## config.mk

```make
export PLATFORM = sky130hd
export DESIGN_NAME = rdback_serializer_flat
export DESIGN_NICKNAME = d
export VERILOG_FILES = /design/src/rtl/rdback_serializer_if.sv /design/src/rtl/rdback_serializer.sv /design/src/flat_wrapper.sv
export SDC_FILE = /design/constraint.sdc
export NUM_CORES = 1
export LEC_CHECK = 0
export BUFFER_PORTS_ARGS = -buffer_cell sky130_fd_sc_hd__buf_2
export CORE_MARGIN = 1
export CORE_UTILIZATION = 50
export CTS_BUF_LIST = sky130_fd_sc_hd__clkbuf_2 sky130_fd_sc_hd__clkbuf_4 sky130_fd_sc_hd__clkbuf_8
export DETAILED_ROUTE_END_ITERATION = 16
export GPL_TIMING_DRIVEN = 1
export PLACE_DENSITY = 0.75
export SLEW_MARGIN = 30
export SYNTH_ARGS = -nofsm -noshare
export SYNTH_HDL_FRONTEND = slang
export SYNTH_SLANG_ARGS = --single-unit
```

## constraint.sdc

```tcl
create_clock -name clk -period 2.6 [get_ports clk]
set_input_delay 0 -clock clk [delete_from_list [all_inputs] [get_ports clk]]
set_output_delay 0 -clock clk [all_outputs]
set_load 0.01 [all_outputs]
```

## src/rtl/rdback_serializer_if.sv

```systemverilog
// rtl/rdback_serializer_if.sv - host-bound word stream between the serializer and the link
interface rdback_serializer_if #(
    parameter int OUT_WIDTH = 32
);
    logic [OUT_WIDTH-1:0] tx_data;
    logic                 tx_valid;
    logic                 tx_ready;
    logic                 tx_last;

    modport master (
        output tx_data,
        output tx_valid,
        output tx_last,
        input  tx_ready
    );

    modport slave (
        input  tx_data,
        input  tx_valid,
        input  tx_last,
        output tx_ready
    );
endinterface

```

## src/rtl/rdback_serializer.sv

```systemverilog
// rtl/rdback_serializer.sv - drains N readback bursts and narrows each into OUT_WIDTH-bit stream words
module rdback_serializer #(
    parameter int DQ_WIDTH  = 64,
    parameter int OUT_WIDTH = 32,
    parameter int LEN_WIDTH = 16
) (
    input  logic                    clk,
    input  logic                    rst_n,
    input  logic                    rdback_fifo_empty,
    output logic                    rdback_fifo_rden,
    input  logic [4*DQ_WIDTH-1:0]   rdback_data,
    input  logic                    len_valid,
    input  logic [LEN_WIDTH-1:0]    len_bursts,
    output logic                    busy,
    output logic                    done,
    rdback_serializer_if.master     tx
);
    localparam int BURST_W = 4 * DQ_WIDTH;
    localparam int WORDS   = BURST_W / OUT_WIDTH;
    localparam int WIDX_W  = $clog2(WORDS);
    localparam logic [WIDX_W-1:0] LAST_IDX = WIDX_W'(WORDS - 1);

    typedef enum logic [1:0] {
        IDLE  = 2'd0,
        FETCH = 2'd1,
        LOAD  = 2'd2,
        SEND  = 2'd3
    } state_t;

    state_t                         state_q;
    logic [LEN_WIDTH-1:0]           rem_q;
    logic [WIDX_W-1:0]              widx_q;
    logic [BURST_W-1:0]             sreg_q;
    logic                           busy_q;
    logic                           done_q;
    logic [WORDS-1:0][OUT_WIDTH-1:0] words;
    logic                           at_last_word;

    assign words        = sreg_q;
    assign at_last_word = (widx_q == LAST_IDX);

    // Pop is decoded straight from the registered state so the FIFO read is never issued while empty.
    assign rdback_fifo_rden = (state_q == FETCH) && !rdback_fifo_empty;

    assign tx.tx_valid = (state_q == SEND);
    assign tx.tx_data  = (state_q == SEND) ? words[widx_q] : '0;
    assign tx.tx_last  = (state_q == SEND) && at_last_word && (rem_q == '0);
    assign busy        = busy_q;
    assign done        = done_q;

    always_ff @(posedge clk or negedge rst_n) begin
        if (!rst_n) begin
            state_q <= IDLE;
            rem_q   <= '0;
            widx_q  <= '0;
            sreg_q  <= '0;
            busy_q  <= 1'b0;
            done_q  <= 1'b0;
        end else begin
            done_q <= 1'b0;
            case (state_q)
                IDLE: begin
                    if (len_valid) begin
                        if (len_bursts != '0) begin
                            rem_q   <= len_bursts;
                            busy_q  <= 1'b1;
                            state_q <= FETCH;
                        end else begin
                            done_q  <= 1'b1;
                        end
                    end
                end
                FETCH: begin
                    if (rdback_fifo_rden) begin
                        rem_q   <= rem_q - LEN_WIDTH'(1);
                        state_q <= LOAD;
                    end
                end
                LOAD: begin
                    // FIFO data lands one cycle after the pop.
                    sreg_q  <= rdback_data;
                    widx_q  <= '0;
                    state_q <= SEND;
                end
                SEND: begin
                    if (tx.tx_ready) begin
                        if (!at_last_word) begin
                            widx_q <= widx_q + WIDX_W'(1);
                        end else if (rem_q != '0) begin
                            state_q <= FETCH;
                        end else begin
                            state_q <= IDLE;
                            done_q  <= 1'b1;
                            busy_q  <= 1'b0;
                        end
                    end
                end
                default: state_q <= IDLE;
            endcase
        end
    end
endmodule

```

## src/flat_wrapper.sv

```systemverilog
// flat-port wrapper written by rule: the top's interface ports become plain ports
module rdback_serializer_flat 
#(
    parameter int DQ_WIDTH  = 64,
    parameter int OUT_WIDTH = 32,
    parameter int LEN_WIDTH = 16
)
  (clk, rst_n, rdback_fifo_empty, rdback_fifo_rden, rdback_data, len_valid, len_bursts, busy, done, tx_tx_data, tx_tx_valid, tx_tx_last, tx_tx_ready);
  rdback_serializer_if #(.OUT_WIDTH(OUT_WIDTH)) tx_i ();
  input  logic clk;
  input  logic rst_n;
  input  logic rdback_fifo_empty;
  output logic rdback_fifo_rden;
  input  logic [4*DQ_WIDTH-1:0] rdback_data;
  input  logic len_valid;
  input  logic [LEN_WIDTH-1:0] len_bursts;
  output logic busy;
  output logic done;
  output wire logic [$bits(tx_i.tx_data)-1:0] tx_tx_data;
  output wire logic [$bits(tx_i.tx_valid)-1:0] tx_tx_valid;
  output wire logic [$bits(tx_i.tx_last)-1:0] tx_tx_last;
  input wire logic [$bits(tx_i.tx_ready)-1:0] tx_tx_ready;
  assign tx_tx_data = tx_i.tx_data;
  assign tx_tx_valid = tx_i.tx_valid;
  assign tx_tx_last = tx_i.tx_last;
  assign tx_i.tx_ready = tx_tx_ready;
  rdback_serializer #(.DQ_WIDTH(DQ_WIDTH), .OUT_WIDTH(OUT_WIDTH), .LEN_WIDTH(LEN_WIDTH)) u_core (.clk(clk), .rst_n(rst_n), .rdback_fifo_empty(rdback_fifo_empty), .rdback_fifo_rden(rdback_fifo_rden), .rdback_data(rdback_data), .len_valid(len_valid), .len_bursts(len_bursts), .busy(busy), .done(done), .tx(tx_i));
endmodule
```

### Word level (Yosys, flattened, before mapping)

Cells that the tools add are included.

* add/sub/neg operators: 2
* multipliers: 0
* divide/modulo/power cells: 0
* magnitude comparators: 1
* equal/unequal tests: 11
* shift operators: 0
* muxes and demuxes: 29
* bitwise gates (word level): 0
* reductions and logical operators: 15

Operators with widths (number)
* 32-bit binary-select mux with 3-bit select: 1
* 32-bit 2-to-1 mux: 2
* 16-bit 2-to-1 mux: 3
* 16-bit one-hot mux with 2 select lines: 1
* 16-bit nonzero test: 2
* 16-bit zero test: 1
* 16-bit by 1-bit subtractor with 16-bit output, second input constant: 1
* 1-bit 2-to-1 mux: 11
* 2-bit 2-to-1 mux: 5
* 2-bit inequality test, second input constant: 4
* 2-bit one-hot mux with 4 select lines: 1
* 3-bit 2-to-1 mux: 2
* 2-bit by 1-bit inequality test with 1-bit output, second input constant: 3
* 3-bit one-hot mux with 2 select lines: 1
* 6-bit AND reduction: 1
* 2-bit nonzero test: 3
* 5-bit AND reduction: 1
* 2-bit equality test, second input constant: 2
* 3-bit by 4-bit less-than comparator with 1-bit output, second input constant: 1
* 1-bit one-hot mux with 2 select lines: 2
* 4-bit AND reduction: 1
* 3-bit by 1-bit adder with 3-bit output, second input constant: 1
* 3-bit equality test, second input constant: 1
* 1-bit logical AND: 3
* 4 further kinds: 4

* register bits after elaboration: 279
* bits in latches: 0
* RAM bits: 0
* ROM bits: 0
* bits of input ports: 277
* output and inout bits: 37
* word-level logic and storage cells: 64
* memories kept: 0

### Logic depth before layout (Yosys ltp)

* depth after elaboration: 5
* depth in mapped cells: 9
* gate-level depth less buffers: 7

### Worst setup path after synthesis

OpenSTA, ideal clock, no wires.

* path kind: register to register
* start point: reg u_core.state_q[1]
* end point: reg u_core.rem_q[15]
* setup time: 138 ps
* arrival time: 1734 ps
* data required time: 2462 ps
* slack: 728 ps
* stages on the path, launching flop included: 9
* path buffers: 1
* clock period less this slack: 1872 ps
* cell sequence: dfrtp_1 inv_1 ha_1 buf_2 nand2_1 o21ai_1 or4_1 o32ai_1 a221oi_2

* word-level cells in the longest chain between the ends: 4
* elaborated cells on any way between the ends: 9
* those cells by class: eq/ne: 4; mux: 1; reduce/logical: 4

Ends and longest elaborated chain
* from (decl): line rdback_serializer.sv:30 `state_t state_q;`
* from (signal assigned): line rdback_serializer.sv:53 `state_q <= IDLE;`
* from (signal assigned): line rdback_serializer.sv:67 `state_q <= FETCH;`
* from (signal assigned): line rdback_serializer.sv:76 `state_q <= LOAD;`
* 2-bit by 1-bit equality test with 1-bit output: line rdback_serializer.sv:43, rdback_serializer.sv:61
* 1-bit logical AND: line rdback_serializer.sv:43 `assign rdback_fifo_rden = (state_q == FETCH) && !rdback_fifo_empty;`
* 2-bit inequality test (no line)
* 4-bit AND reduction (no line)
* to (signal assigned): line rdback_serializer.sv:65 `rem_q <= len_bursts;`
* to (signal assigned): line rdback_serializer.sv:75 `rem_q <= rem_q - LEN_WIDTH'(1);`
* to (decl): line rdback_serializer.sv:31 `logic [LEN_WIDTH-1:0] rem_q;`

Parallel ways exist; a longest one is shown, timed or not.
A chain may end at the register's enable or synchronous reset.

### Worst setup path after layout

* start point: reg u_core.state_q[0]
* end point: reg u_core.done_q (netlist: u_core.done)

* word-level cells in the longest chain between the ends: 2
* elaborated cells on any way between the ends: 3
* those cells by class: eq/ne: 1; mux: 1; reduce/logical: 1

Ends and longest elaborated chain
* 2-bit equality test / 2-bit zero test (equally long branches): line rdback_serializer.sv:61 `case (state_q)`
* 1-bit one-hot mux with 2 select lines *: line rdback_serializer.sv:61
* to (signal assigned): line rdback_serializer.sv:58 `done_q <= 1'b0;`
* to (signal assigned): line rdback_serializer.sv:60 `done_q <= 1'b0;`
* to (signal assigned): line rdback_serializer.sv:69 `done_q <= 1'b1;`
* to (decl): line rdback_serializer.sv:35 `logic done_q;`

Every way passes the cells marked *; elsewhere a longest branch is shown, timed or not.

==> results.py <==
metrics = {
    "global_routing": {
        "grt_pass1_wl_um": 61200,
        "grt_antenna_before_repair": 10,
        "overflow": 0,
        "grt_pass1_vias": 11355,
        "grt_usage_pct": 30.1,
        "grt_max_degree": 87,
    },
    "floorplan": {
        "rows": 58,
        "io_pins": 314,
        "dieArea_sq_um": 26700,
        "start_util_pct": 51.3,
        "dieWidth_um": 163,
        "die_h_um": 163,
        "core_sq_um": 25400,
    },
    "synthesis": {
        "postSynthAreaPerCell_sq_um": 15.0,
        "synth_fp_nets": 1156,
        "synth_compound_area_share_pct": 3.03,
        "synth_flop_cell": "dfrtp_1",
        "synth_area_sq_um": 13000,
        "synthMuxAreaShare_pct": 36.0,
        "async_flop_share_pct": 100,
        "synth-simple-area-share_pct": 4.29,
        "synth_xor_area_share_pct": 0,
        "synthAdderAreaFrac_pct": 0.768,
        "synth_warnings": 0,
        "yosysUniqueCellTypes": 57,
        "synth_top_family_by_area": "multiplexers",
        "seq_area_frac_synth_pct": 53.6,
        "ys_seq_elements": 279,
        "synth_edf_count": 0,
        "synthCells": 871,
    },
    "timing": {
        "whs_ns": 0.0480,
        "hold_viol": 0,
        "finClkSkew_ns": 0.0243,
        "setup_tns_ns": 0,
        "relSlewSlack_pct": 50.8,
        "finalMaxSlewViolations": 0,
        "final.period_utilization_pct": 93.4,
        "worst_pin_slew_ns": 0.738,
        "max_freq_mhz": 412,
        "final-setup-viol-count": 0,
        "setup_slack_ns": 0.172,
        "min_period_ns": 2.43,
        "grt_setup_unrepaired": "no",
    },
    "final_layout": {
        "drive_above_1_share_pct": 50.3,
        "nFillCells": 1514,
        "fin_nets": 1758,
        "syn2layout_area_growth_pct": 45.5,
        "fin_area_sq_um": 19000,
        "multi_input_area_sq_um": 5750,
        "fin_util_pct": 74.6,
        "seq_area_sq_um": 6990,
    },
    "worst_setup_path": {
        "regToRegEndpoint": "u_core.done",
        "reg2reg_depth": 8,
        "crit_type": "reg -> reg",
        "cp.arrival_ns": 2.91,
        "reg2reg_slack_ns": 0.17,
        "worstPathMaxFanout": 6,
        "r2r_start": "u_core.state_q[0]",
        "cp.required_ns": 3.08,
        "startpoint_type": "flop",
        "end_kind": "flop",
    },
    "status": {
        "status": "complete, no violations",
    },
    "power": {
        "p_leak_uw": 0.00825,
        "power.density_nw_per_um2": 1180,
        "ir_drop_mv": 0.887,
    },
    "clock_network": {
        "cts_tree": "yes",
        "htree_levels": 2,
        "cts_num_sinks": 279,
        "clockBufferDepth": 3,
        "clk_pin_slew_ns": 0.06,
        "numCtsBuffers": 48,
        "clockRootBuffer": "clkbuf_8",
        "clk_latency_ns": 0.57,
    },
    "routing": {
        "wl_per_cell_um": 21.4,
        "drtIter0Drc": 626,
        "ant_nets": 0,
        "vias": 10155,
        "first_pass_iters": 5,
        "drc": 0,
        "wl_um": 39500,
        "vias_per_cell": 5.49,
    },
    "run": {
        "cap_violations": 0,
    },
    "place": {
        "place_congestion": 0.852,
        "preCtsSetupSlack_ns": 0.388,
        "dpl.hpwl_um": 21700,
        "port_buffers": 313,
        "placed_cell_area_sq_um": 15100,
    },
    "hold_path": {
        "min_path_type": "in -> async",
    },
}
-- worst max-delay path: stages, from the launching register on --
cell and delay (ns):
dfrtp_1 0.40, inv_1 0.18, ha_1 0.27, nand2b_1 0.11, nand4b_1 0.22, nor2_1 0.40
a2bb2oi_1 0.14, dlygate4sd3_1 0.57, nor2_1 0.09
-- cells in the mapped netlist, types with 3 or more instances --
library cell  instances  area, sq um
a21oi_1              11         55.1
a31oi_1               3         18.8
a41oi_1               3         26.3
buf_1                 9         33.8
buf_2                32          160
clkbuf_1             17         63.8
dfrtp_1             279         6980
ha_1                  8          100
inv_1                12         45.0
mux2_2              258         2910
mux2i_1              34          340
mux4_2               64         1440
nand2_1              15         56.3
nand2b_1              4         25.0
nand3_1               4         20.0
nor2_1               47          176
nor2b_1               4         25.0
nor3_1                6         30.0
nor4_1                4         25.0
o21ai_0               3         15.0
o22a_1               10         87.6
o22ai_1               3         18.8
or3_1                 4         25.0
-- worst max path at each step --
| stage | slack, ns | cells after the start | start | end |
|---|---|---|---|---|
| after global routing | 0.06 | 8 | u_core.rem_q[0] | u_core.done |
| after CTS | 0.08 | 8 | u_core.rem_q[0] | u_core.done |
| after floorplan | 0.73 | 8 | u_core.state_q[1] | u_core.rem_q[15] |
| after global placement | 0.49 | 8 | u_core.state_q[0] | u_core.rem_q[4] |
| after detailed placement | 0.39 | 8 | u_core.state_q[0] | u_core.rem_q[4] |
| final | 0.17 | 8 | u_core.state_q[0] | u_core.done |
-- what timing repair did --
action                                  CTS  global route
hold endpoints to repair                477             0
setup buffers                             0             3
endpoints found under the setup margin    0             2
hold buffers                            276             0
resized for setup                         0             0
-- placed cells by master (no fill, tap or decap), drive strengths merged, types with 3 or more instances in the layout --
cell type / synthesis / routed
diode: 0 / 9
mux4: 64 / 64
o21ai: 4 / 4
nor2b: 4 / 4
or3: 5 / 5
mux2i: 34 / 34
o22ai: 3 / 3
inv: 12 / 13
a21oi: 11 / 11
nand2: 16 / 16
o22a: 10 / 10
buf: 41 / 334
a31oi: 3 / 3
clkinv: 1 / 4
nand3: 4 / 4
nor4: 6 / 6
a41oi: 3 / 3
dfrtp: 279 / 279
ha: 8 / 8
nand2b: 4 / 4
dlygate4sd3: 0 / 276
mux2: 258 / 258
clkbuf: 17 / 81
nor2: 47 / 47
nor3: 7 / 7
-- final cells by class --
type	count	area share, %
Antenna cell	9	0.119
Clock buffer	81	5.42
Clock inverter	6	0.324
Inverter	13	0.257
Multi-Input combinational cell	521	30.4
Sequential cell	279	36.9
Tap cell	330	2.18
Timing Repair Buffer	610	24.5
-- sequential cells by signal, indices dropped and copies added, names as in the netlist --
register,count
u_core.busy,1
u_core.state_q,2
u_core.done,1
u_core.rem_q,16
u_core.sreg_q,256
u_core.widx_q,3
-- layer usage --
metal,up-vias,routed length [um],GRT usage (%)
met4,2,1560,14.2
li1,4470,-,-
met3,119,2420,6.48
met2,458,20400,51.6
met1,5106,15100,36.1
met5,-,13,0
-- logic make-up (layout without fill, tap and decap cells) --
family,after synthesis,after routing
buffers and inverters,71,710
and+or+nand+nor,105,105
other,0,9
AOI/OAI and AO/OA,52,52
adders and majority gates,8,8
muxes,356,356
DFF,279,279
-- power breakdown --
group	leakage, uW	total (uW)	switching [uW]	internal, uW
Clock	0.000577	4410	1830	2580
Combinational	0.00440	9770	4180	5590
Sequential	0.00327	8110	1480	6630
-- stage by stage --
stage	power, uW	instances
floorplan	14700	871
global placement	16800	1474
detailed placement	17100	1474
CTS	21900	1837
global route	23500	1848
finish	22300	1849
Power figures use the tool's default switching activity.
